===== src/rtl/muldiv_sequencer_pkg.sv =====
// -----------------------------------------------------------------------------
// muldiv_sequencer_pkg
//
// Purpose: definitions shared by the RV32M multiply/divide sequencer, its
// iterative datapath and the ALU decoder.
//   - 5-bit ALU opcode constants (base ALU ops plus the eight M-extension ops)
//   - sequencer state encoding (3 bits)
//   - signed-overflow operand constants for 32-bit divide
//   - helper predicate that recognises an M-extension opcode
// No ports (package).
// -----------------------------------------------------------------------------
package muldiv_sequencer_pkg;

  typedef logic [4:0] opcode_t;

  // Base ALU opcodes. The sequencer only needs to reject these.
  localparam opcode_t OP_ADD    = 5'h00;
  localparam opcode_t OP_SUB    = 5'h01;
  localparam opcode_t OP_AND    = 5'h02;
  localparam opcode_t OP_OR     = 5'h03;
  localparam opcode_t OP_XOR    = 5'h04;

  // M-extension opcodes, kept in one aligned block of eight.
  localparam opcode_t OP_MUL    = 5'h10;
  localparam opcode_t OP_MULH   = 5'h11;
  localparam opcode_t OP_MULHSU = 5'h12;
  localparam opcode_t OP_MULHU  = 5'h13;
  localparam opcode_t OP_DIV    = 5'h14;
  localparam opcode_t OP_DIVU   = 5'h15;
  localparam opcode_t OP_REM    = 5'h16;
  localparam opcode_t OP_REMU   = 5'h17;

  // Sequencer state encoding.
  localparam logic [2:0] IDLE   = 3'd0;
  localparam logic [2:0] PREP   = 3'd1;
  localparam logic [2:0] CALC   = 3'd2;
  localparam logic [2:0] FIX    = 3'd3;
  localparam logic [2:0] DONE_S = 3'd4;

  // Operands of the single signed-divide overflow case (XLEN = 32).
  localparam logic [31:0] INT_MIN = 32'h8000_0000;
  localparam logic [31:0] NEG_ONE = 32'hFFFF_FFFF;

  // True for the eight opcodes the sequencer executes.
  function automatic logic is_mop(input opcode_t op);
    return (op == OP_MUL)  || (op == OP_MULH) || (op == OP_MULHSU) ||
           (op == OP_MULHU) || (op == OP_DIV)  || (op == OP_DIVU)   ||
           (op == OP_REM)  || (op == OP_REMU);
  endfunction

endpackage


===== src/rtl/muldiv_iter.sv =====
// -----------------------------------------------------------------------------
// muldiv_iter
//
// Purpose: 2*XLEN accumulator with one iteration step of either an unsigned
// shift-add multiply (LSB first) or an unsigned restoring divide (MSB first).
// Operands arrive as magnitudes; sign handling lives in the sequencer.
//
// Ports:
//   clk          in   clock, all state on rising edge
//   reset        in   synchronous active-high reset, clears all state
//   load         in   load accumulator {0, init_lo} and latch init_operand
//   step         in   perform one iteration on the accumulator
//   div_mode     in   0 = multiply step, 1 = divide step
//   init_lo      in   multiplier (multiply) or dividend (divide) magnitude
//   init_operand in   multiplicand (multiply) or divisor (divide) magnitude
//   acc          out  accumulator: multiply -> {hi, lo} product,
//                     divide -> {remainder, quotient}
// -----------------------------------------------------------------------------
module muldiv_iter #(
  parameter int XLEN = 32
) (
  input  logic              clk,
  input  logic              reset,
  input  logic              load,
  input  logic              step,
  input  logic              div_mode,
  input  logic [XLEN-1:0]   init_lo,
  input  logic [XLEN-1:0]   init_operand,
  output logic [2*XLEN-1:0] acc
);

  logic [XLEN-1:0]   operand;
  logic [2*XLEN-1:0] acc_next;
  logic [XLEN:0]     add_sum;
  logic [XLEN:0]     trial;
  logic [XLEN:0]     diff;

  // One iteration.
  // Multiply: the low half holds the remaining multiplier bits; when the
  // current LSB is set the multiplicand is added into the high half, then the
  // whole accumulator shifts right with the add carry entering at the top.
  // Divide: the partial remainder (high half) shifts left taking the next
  // dividend bit; the trial subtract is XLEN+1 bits so its MSB is a clean
  // borrow. On no borrow the difference is kept and a 1 enters the quotient.
  always_comb begin
    add_sum  = {1'b0, acc[2*XLEN-1:XLEN]} + {1'b0, operand};
    trial    = {acc[2*XLEN-1:XLEN], acc[XLEN-1]};
    diff     = trial - {1'b0, operand};
    acc_next = acc;
    if (div_mode) begin
      if (!diff[XLEN]) begin
        acc_next = {diff[XLEN-1:0], acc[XLEN-2:0], 1'b1};
      end else begin
        acc_next = {acc[2*XLEN-2:0], 1'b0};
      end
    end else begin
      if (acc[0]) begin
        acc_next = {add_sum, acc[XLEN-1:1]};
      end else begin
        acc_next = {1'b0, acc[2*XLEN-1:1]};
      end
    end
  end

  always_ff @(posedge clk) begin
    if (reset) begin
      acc     <= '0;
      operand <= '0;
    end else if (load) begin
      acc     <= {{XLEN{1'b0}}, init_lo};
      operand <= init_operand;
    end else if (step) begin
      acc     <= acc_next;
    end
  end

endmodule


===== src/rtl/muldiv_sequencer.sv =====
// -----------------------------------------------------------------------------
// muldiv_sequencer
//
// Purpose: multi-cycle controller for the RV32M operations MUL, MULH, MULHSU,
// MULHU, DIV, DIVU, REM and REMU. Runs IDLE -> PREP -> CALC -> FIX -> DONE_S,
// converting operands to magnitudes, iterating XLEN times in muldiv_iter and
// restoring the sign / selecting the result half at the end. Divide by zero
// and signed overflow can skip CALC entirely (FAST_DIV).
//
// Parameters:
//   XLEN      operand/result width, also the number of CALC iterations
//   FAST_DIV  1 = divide-by-zero and signed overflow go PREP -> FIX directly
//
// Ports:
//   CLK     in   clock, all state on rising edge
//   RESET   in   synchronous active-high reset
//   START   in   operation request, sampled only in IDLE
//   KILL    in   pipeline flush, aborts the current or requested operation
//   OPCODE  in   5-bit ALU opcode; only the eight M-ops are accepted
//   DATA1   in   rs1 (multiplicand / dividend)
//   DATA2   in   rs2 (multiplier / divisor)
//   RESULT  out  registered result, updated only when entering DONE_S
//   BUSY    out  high from PREP through DONE_S inclusive
//   DONE    out  one-cycle completion pulse (DONE_S)
// -----------------------------------------------------------------------------
module muldiv_sequencer
  import muldiv_sequencer_pkg::*;
#(
  parameter int XLEN     = 32,
  parameter int FAST_DIV = 1
) (
  input  logic            CLK,
  input  logic            RESET,
  input  logic            START,
  input  logic            KILL,
  input  logic [4:0]      OPCODE,
  input  logic [XLEN-1:0] DATA1,
  input  logic [XLEN-1:0] DATA2,
  output logic [XLEN-1:0] RESULT,
  output logic            BUSY,
  output logic            DONE
);

  localparam int CW = $clog2(XLEN);
  localparam logic [XLEN-1:0] INT_MIN_X = {1'b1, {(XLEN-1){1'b0}}};
  localparam logic [XLEN-1:0] NEG_ONE_X = {XLEN{1'b1}};

  logic [2:0]        state;
  logic [CW-1:0]     counter;
  opcode_t           op_reg;
  logic [XLEN-1:0]   a_reg;
  logic [XLEN-1:0]   b_reg;
  logic              res_neg;
  logic              fast_path;
  logic              fast_zero;
  logic [XLEN-1:0]   result_reg;

  logic              accept;
  logic              signed_a;
  logic              signed_b;
  logic              is_div;
  logic              is_rem;
  logic              neg_a;
  logic              neg_b;
  logic [XLEN-1:0]   mag_a;
  logic [XLEN-1:0]   mag_b;
  logic              b_zero;
  logic              overflow;
  logic              sign_next;
  logic              take_fast;

  logic [2*XLEN-1:0] acc;
  logic [2*XLEN-1:0] prod;
  logic [XLEN-1:0]   quo;
  logic [XLEN-1:0]   rem;
  logic [XLEN-1:0]   fix_result;

  // A request is taken only from IDLE, and a simultaneous flush cancels it.
  assign accept = (state == IDLE) && START && !KILL && is_mop(OPCODE);

  // Decode the latched opcode into signedness and divide/remainder class.
  // MULHSU treats only rs1 as signed.
  always_comb begin
    signed_a = 1'b0;
    signed_b = 1'b0;
    is_div   = 1'b0;
    is_rem   = 1'b0;
    case (op_reg)
      OP_MUL, OP_MULH: begin
        signed_a = 1'b1;
        signed_b = 1'b1;
      end
      OP_MULHSU: begin
        signed_a = 1'b1;
      end
      OP_DIV: begin
        signed_a = 1'b1;
        signed_b = 1'b1;
        is_div   = 1'b1;
      end
      OP_DIVU: begin
        is_div   = 1'b1;
      end
      OP_REM: begin
        signed_a = 1'b1;
        signed_b = 1'b1;
        is_div   = 1'b1;
        is_rem   = 1'b1;
      end
      OP_REMU: begin
        is_div   = 1'b1;
        is_rem   = 1'b1;
      end
      default: begin
      end
    endcase
  end

  // Operand magnitudes, result sign and the special divide cases.
  // A divide by zero must come out as all ones regardless of operand signs,
  // so the quotient is never negated in that case; the remainder still takes
  // the dividend's sign, which turns |rs1| back into rs1. Signed overflow
  // needs no special sign rule: |INT_MIN| / 1 with sign s1^s2 = 0 is INT_MIN.
  always_comb begin
    neg_a     = signed_a && a_reg[XLEN-1];
    neg_b     = signed_b && b_reg[XLEN-1];
    mag_a     = neg_a ? -a_reg : a_reg;
    mag_b     = neg_b ? -b_reg : b_reg;
    b_zero    = (b_reg == '0);
    overflow  = is_div && signed_b && (a_reg == INT_MIN_X) && (b_reg == NEG_ONE_X);
    sign_next = 1'b0;
    if (!is_div) begin
      sign_next = neg_a ^ neg_b;
    end else if (is_rem) begin
      sign_next = neg_a;
    end else if (!b_zero) begin
      sign_next = neg_a ^ neg_b;
    end
    take_fast = (FAST_DIV != 0) && is_div && (b_zero || overflow);
  end

  // Multiply walks the multiplier (rs2) through the low half and adds the
  // multiplicand; divide walks the dividend (rs1) and subtracts the divisor.
  muldiv_iter #(
    .XLEN(XLEN)
  ) u_iter (
    .clk          (CLK),
    .reset        (RESET),
    .load         (state == PREP),
    .step         (state == CALC),
    .div_mode     (is_div),
    .init_lo      (is_div ? mag_a : mag_b),
    .init_operand (is_div ? mag_b : mag_a),
    .acc          (acc)
  );

  // Sign restoration and result select in FIX. The fast path ignores the
  // accumulator and produces the architecturally defined special values.
  always_comb begin
    prod       = res_neg ? -acc : acc;
    quo        = res_neg ? -acc[XLEN-1:0] : acc[XLEN-1:0];
    rem        = res_neg ? -acc[2*XLEN-1:XLEN] : acc[2*XLEN-1:XLEN];
    fix_result = '0;
    if (fast_path) begin
      if (fast_zero) begin
        fix_result = is_rem ? a_reg : NEG_ONE_X;
      end else begin
        fix_result = is_rem ? '0 : INT_MIN_X;
      end
    end else begin
      case (op_reg)
        OP_MUL:                       fix_result = prod[XLEN-1:0];
        OP_MULH, OP_MULHSU, OP_MULHU: fix_result = prod[2*XLEN-1:XLEN];
        OP_DIV, OP_DIVU:              fix_result = quo;
        OP_REM, OP_REMU:              fix_result = rem;
        default:                      fix_result = '0;
      endcase
    end
  end

  // Sequencer FSM. Operands are captured on the accepting edge so the
  // pipeline may change DATA1/DATA2 while stalled. KILL in any busy state
  // returns to IDLE without touching RESULT; RESULT only loads on FIX->DONE_S.
  always_ff @(posedge CLK) begin
    if (RESET) begin
      state      <= IDLE;
      counter    <= '0;
      op_reg     <= OP_ADD;
      a_reg      <= '0;
      b_reg      <= '0;
      res_neg    <= 1'b0;
      fast_path  <= 1'b0;
      fast_zero  <= 1'b0;
      result_reg <= '0;
    end else begin
      case (state)
        IDLE: begin
          if (accept) begin
            state  <= PREP;
            op_reg <= OPCODE;
            a_reg  <= DATA1;
            b_reg  <= DATA2;
          end
        end
        PREP: begin
          if (KILL) begin
            state <= IDLE;
          end else begin
            res_neg   <= sign_next;
            fast_path <= take_fast;
            fast_zero <= b_zero;
            if (take_fast) begin
              state <= FIX;
            end else begin
              state   <= CALC;
              counter <= CW'(XLEN - 1);
            end
          end
        end
        CALC: begin
          if (KILL) begin
            state <= IDLE;
          end else if (counter == '0) begin
            state <= FIX;
          end else begin
            counter <= counter - CW'(1);
          end
        end
        FIX: begin
          if (KILL) begin
            state <= IDLE;
          end else begin
            result_reg <= fix_result;
            state      <= DONE_S;
          end
        end
        DONE_S: begin
          state <= IDLE;
        end
        default: begin
          state <= IDLE;
        end
      endcase
    end
  end

  assign RESULT = result_reg;
  assign BUSY   = (state != IDLE);
  assign DONE   = (state == DONE_S);

endmodule


===== config.mk =====
export PLATFORM = sky130hd
export DESIGN_NAME = muldiv_sequencer
export DESIGN_NICKNAME = d
export VERILOG_FILES = /design/src/rtl/muldiv_sequencer_pkg.sv /design/src/rtl/muldiv_iter.sv /design/src/rtl/muldiv_sequencer.sv
export SDC_FILE = /design/constraint.sdc
export NUM_CORES = 1
export LEC_CHECK = 0
export ABC_AREA = 1
export CAP_MARGIN = 20
export CORE_MARGIN = 2
export CORE_UTILIZATION = 40
export DETAILED_ROUTE_END_ITERATION = 6
export HOLD_SLACK_MARGIN = 0.03
export PLACE_DENSITY = 0.56
export SETUP_SLACK_MARGIN = 0.2
export SLEW_MARGIN = 5
export SYNTH_ARGS = -nofsm -noshare
export SYNTH_HDL_FRONTEND = slang
export SYNTH_SLANG_ARGS = --single-unit

===== constraint.sdc =====
create_clock -name CLK -period 3.1 [get_ports CLK]
set_clock_uncertainty 0.05 [all_clocks]
set_input_delay 0.31 -clock CLK [delete_from_list [all_inputs] [get_ports CLK]]
set_output_delay 0.31 -clock CLK [all_outputs]
set_load 0.02 [all_outputs]

== Word level (Yosys, flattened, before mapping) ==
Index checks and enable logic that the tools add are counted.

* Register bits: 208
* Input port bits: 73

* $add $sub $neg: 8
* Reduce and logical (&&, ||, !) cells: 35
* Muxes and demuxes: 36
* Equality and inequality tests: 28
* Bitwise gates (word level): 2

{| class="wikitable"
|+ Operators with widths
! kind !! number
|-
| $mux W32 || 12
|-
| $mux W64 || 4
|-
| $neg A32 Y32 || 4
|-
| $pmux W32 S4 || 1
|-
| $eq A5 B5 Y1 const B || 16
|-
| $eq A32 B32 Y1 const B || 2
|-
| $neg A64 Y64 || 1
|-
| $add A32 B32 Y33 || 1
|-
| $sub A33 B32 Y33 || 1
|-
| $logic_not A32 Y1 || 1
|-
| $mux W5 || 4
|-
| $mux W3 || 4
|-
| $pmux W3 S4 || 1
|-
| $ne A2 B2 Y1 const B || 5
|-
| $pmux W5 S2 || 1
|-
| $logic_and A1 B1 Y1 || 9
|-
| $logic_or A1 B1 Y1 || 8
|-
| $mux W1 || 8
|-
| $reduce_and A2 Y1 || 4
|-
| $reduce_or A4 Y1 || 2
|-
| $eq A3 B2 Y1 const B || 2
|-
| $reduce_or A2 Y1 || 3
|-
| $logic_not A5 Y1 || 1
|-
| $reduce_and A5 Y1 || 1
|-
| other kinds (13) || 13
|}

== Longest topological paths before layout ==
* Depth in word-level cells: 11
* Mapped depth: 18

== Cells and area by module ==
Synthesis repeated with hierarchy kept, for this count alone.

* Cells, all modules: 3743
* Area total of the unflattened synthesis: 20763.7 um2

{| class="wikitable"
|+ Modules (own cells, without submodules)
! module !! seq. area each (um2) !! area an instance (um2) !! instances !! cells an instance
|-
| muldiv_sequencer || 2242.2 || 10482.6 || 1 || 1920
|-
| muldiv_iter || 1921.8 || 10281.1 || 1 || 1823
|}

== Worst setup path after synthesis ==
Ideal clock, no wire load.

* Path kind: flip-flop to flip-flop
* Start: register u_iter.acc[31]
* End: register u_iter.acc[49]
* Clock period less this slack: 2.470 ns
* Path buffers: 2
* Stages on the path, launching flop included: 18
* Arrival: 2.298 ns
* Path slack: 0.630 ns
* Required time: 2.928 ns
* Path through: dfxtp_1 -> inv_1 -> ha_1 -> fa_1 -> o21ai_2 -> nand2_2 -> nand2_2 -> nand2_2 -> nand2_2 -> nand2_2 -> nand2_1 -> nand2_1 -> nand2_2 -> buf_6 -> buf_8 -> nand2_1 -> nand3_1 -> a21oi_2

* Longest elaborated chain between the ends: 3

{| class="wikitable"
|+ Ends and longest elaborated chain
! what !! RTL line !! text
|-
| start: declaration || muldiv_iter.sv:29 || <nowiki>output logic [2*XLEN-1:0] acc</nowiki>
|-
| start signal: assignment || muldiv_iter.sv:70 || <nowiki>acc <= {{XLEN{1'b0}}, init_lo};</nowiki>
|-
| start signal: assignment || muldiv_iter.sv:73 || <nowiki>acc <= acc_next;</nowiki>
|-
| $sub A33 B32 Y33 || muldiv_iter.sv:48 || <nowiki>diff = trial - {1'b0, operand};</nowiki>
|-
| $mux W64 || muldiv_iter.sv:51 || <nowiki>if (!diff[XLEN]) begin</nowiki>
|-
| $mux W64 || muldiv_iter.sv:50 || <nowiki>if (div_mode) begin</nowiki>
|}

Every way passes these cells.
A chain may end at the register's enable or synchronous reset.

== Final worst setup path ==
* Start: register b_reg[0]
* End: register res_neg

* Longest elaborated chain between the ends: 4

{| class="wikitable"
|+ Ends and longest elaborated chain
! what !! RTL line !! text
|-
| start: declaration || muldiv_sequencer.sv:52 || <nowiki>logic [XLEN-1:0] b_reg;</nowiki>
|-
| start signal: assignment || muldiv_sequencer.sv:190 || <nowiki>b_reg <= '0;</nowiki>
|-
| start signal: assignment || muldiv_sequencer.sv:202 || <nowiki>b_reg <= DATA2;</nowiki>
|-
| $logic_not A32 Y1 || muldiv_sequencer.sv:129 || <nowiki>b_zero = (b_reg == '0);</nowiki>
|-
| $mux W1 || muldiv_sequencer.sv:136 || <nowiki>end else if (!b_zero) begin</nowiki>
|-
| $mux W1 || muldiv_sequencer.sv:134 || <nowiki>end else if (is_rem) begin</nowiki>
|-
| $mux W1 || muldiv_sequencer.sv:132 || <nowiki>if (!is_div) begin</nowiki>
|-
| end signal: assignment || muldiv_sequencer.sv:209 || <nowiki>res_neg <= sign_next;</nowiki>
|-
| end: declaration || muldiv_sequencer.sv:53 || <nowiki>logic res_neg;</nowiki>
|}

Every way passes these cells.

==> results.cfg <==
[outcome]
outcome = complete, but fails checks
violations = DRC

[clock_network]
clock_latency_ps = 590
cts_tree = done
clock_sinks = 208
clk_pin_slew_ps = 60
cts_root_buffer = clkbuf_16
htreeDepth = 1
cts_buffer_depth = 3
cts_made_buffers = 27

[drt]
drt-wirelength-per-cell_um = 22.9
drt_pass1_iterations = 7
drt_iter0_drc = 2556
via_per_inst = 5.65
drc = 9
drt-total-wl_um = 97400
ant_nets = 0
vias = 24100

[floorplanning]
core.rowCount = 81
ios = 107
die-area_mm2 = 0.0509
initial_core_util_pct = 40.3
die_w_um = 226
coreArea_mm2 = 0.0487
die_h_um = 226

[global_routing]
grtUsageTotal_pct = 37.6
grt_overflow_total = 0
grt_start_max_net_pins = 129
antenna_found_initial = 4
grt_pass1_wl_um = 142000
grt_pass1_vias = 22700

[critical_path]
startpoint_type = register
arrival_ps = 3240
cp_max_fo = 6
cp.required_ps = 3490
crit_type = register to register
critPathCaptureType = register
r2r_slack_ps = 250

[yosys]
ys_seq_area_share_pct = 21.2
ys_ff_latch = 208
ys_top_cells_by_area = dfxtp_1, nand2_1, inv_1
async_flop_share_pct = 0
synth-edff-count = 0
syn_area_mm2 = 0.0197
synth_flop_cell = dfxtp_1
avgSynthCellArea_um2 = 5.63
ys_types = 50
synth_top_area_cell = dfxtp_1
synthCells = 3492
synth_top_area_share_pct = 21.2
syn_nets = 3638
yosysWarnings = 0

[power_and_ir_drop]
power_mw = 9.88
p_leak_nw = 11.1
pwr_density_cell_mw_per_mm2 = 435
vdd_drop_max_v = 0.000456

[layout]
final_layout_size_suffix_gt1_share_pct = 5.74
area_growth_pct = 15.5
final_area_mm2 = 0.0227
final_cell_mix = nand2_1, inv_1, nor2_1
top_register = u_iter.acc
n_fill_cell = 5319
nNetsFinal = 3718
largest_reg_flops = 64
utilization_pct = 46.6
mostFrequentLayoutCell = nand2_1

[sta]
post-route-period-util_pct = 92.0
hold_viol_final = 0
fin_crit_ps = 2850
setup_viol = 0
tightest_slew_ps = 944
slew_headroom_pct = 36.9
maxClockFrequency_mhz = 351
rsz0062_at_grt = true
setup_ws_ps = 249
slew_violations = 0
fin_tns_setup_ps = 0

[hold_path]
hold_class = primary input to register

[placement]
dp_hpwl_um = 78600
preCtsSetupSlack_ps = 198
dpl_cell_area_mm2 = 0.0217
io_buffers = 106
finalWeightedCongestion = 1.04

[job]
drv_cap = 0
==> worst paths after layout <==
kind,startpoint,endpoint,cells after the start
worst max-delay path,b_reg[0],res_neg,9
worst min-delay path,DATA2[3],b_reg[3],3
worst max register to register,b_reg[0],res_neg,9
worst min register to register,RESULT[30],RESULT[30],2
==> per-layer routing <==
layer | GRT usage (%) | part of all wire, % | vias to the layer above | wire length, um
met5 | 0 | 0.013 | - | 13
li1 | - | - | 11500 | -
met4 | 23.5 | 7.1 | 2 | 6960
met3 | 6.86 | 8.9 | 265 | 8640
met2 | 60.8 | 44 | 1199 | 43300
met1 | 46.0 | 39 | 11100 | 38400
==> critical path: stages, from the launching register on <==
cell	delay (ps)
dfxtp_1	410
inv_1	120
ha_1	190
nand4_1	200
nor2_2	200
nand3_2	150
nor2_2	150
nand3_1	330
o21ai_0	770
a21oi_1	130
==> layout make-up <==
cell class,instances,area [um2],area share [%]
multi-input combinational,2669,13200,58.0
sequential,208,4170,18.4
inverter,480,1810,7.96
timing repair buffer,186,1760,7.76
tap,664,831,3.66
clock buffer,34,752,3.31
clock inverter,14,219,0.964
antenna,3,7.51,0.0331
==> per-stage QoR <==
stage                     hold WS, ps  std cells
after floorplan                   404       3492
after global placement            413       4206
after detailed placement          414       4206
after CTS                         282       4254
after global routing              308       4255
final                             297       4258
==> power breakdown <==
group	leakage, nW	switching [mW]	internal (mW)
combinational	8.94	2.39	1.03
clock	0.476	1.41	2.13
sequential	1.69	0.142	2.77
total	11.1	3.95	5.93
==> synth_stat cells (5+ instances only) <==
cell	n
xor2_1	62
clkbuf_1	97
nor2_1	370
inv_1	470
nor2_2	17
dfxtp_1	208
nand2_1	918
xnor2_1	19
nand2_2	15
a31oi_1	9
ha_1	71
o21ai_1	6
buf_1	9
clkinv_1	5
buf_6	9
o22ai_1	6
o21ai_2	7
nand4_1	51
buf_2	17
nand3b_1	7
a21oi_1	311
nand3_1	326
o21bai_1	9
a22oi_1	9
nor4_1	6
o211ai_1	45
o21ai_0	320
nor3_1	46
==> what timing repair did <==
item | CTS | global route
pin swaps | 0 | 1
setup buffers | 0 | 1
hold buffers | 0 | 0
gates resized for setup | 1 | 20
endpoints found under the setup margin | 1 | 37
==> kinds of logic after synthesis <==
family / after synthesis / synth area share, %
xor gates and xnor gates: 81 / 3.61
buffers and inverters: 615 / 12.3
AOI/OAI and AO/OA: 741 / 20.2
DFF: 208 / 21.2
adders and majority gates: 73 / 4.72
and+or+nand+nor: 1774 / 38.0
Note: power is estimated with default switching activity, not from simulation.
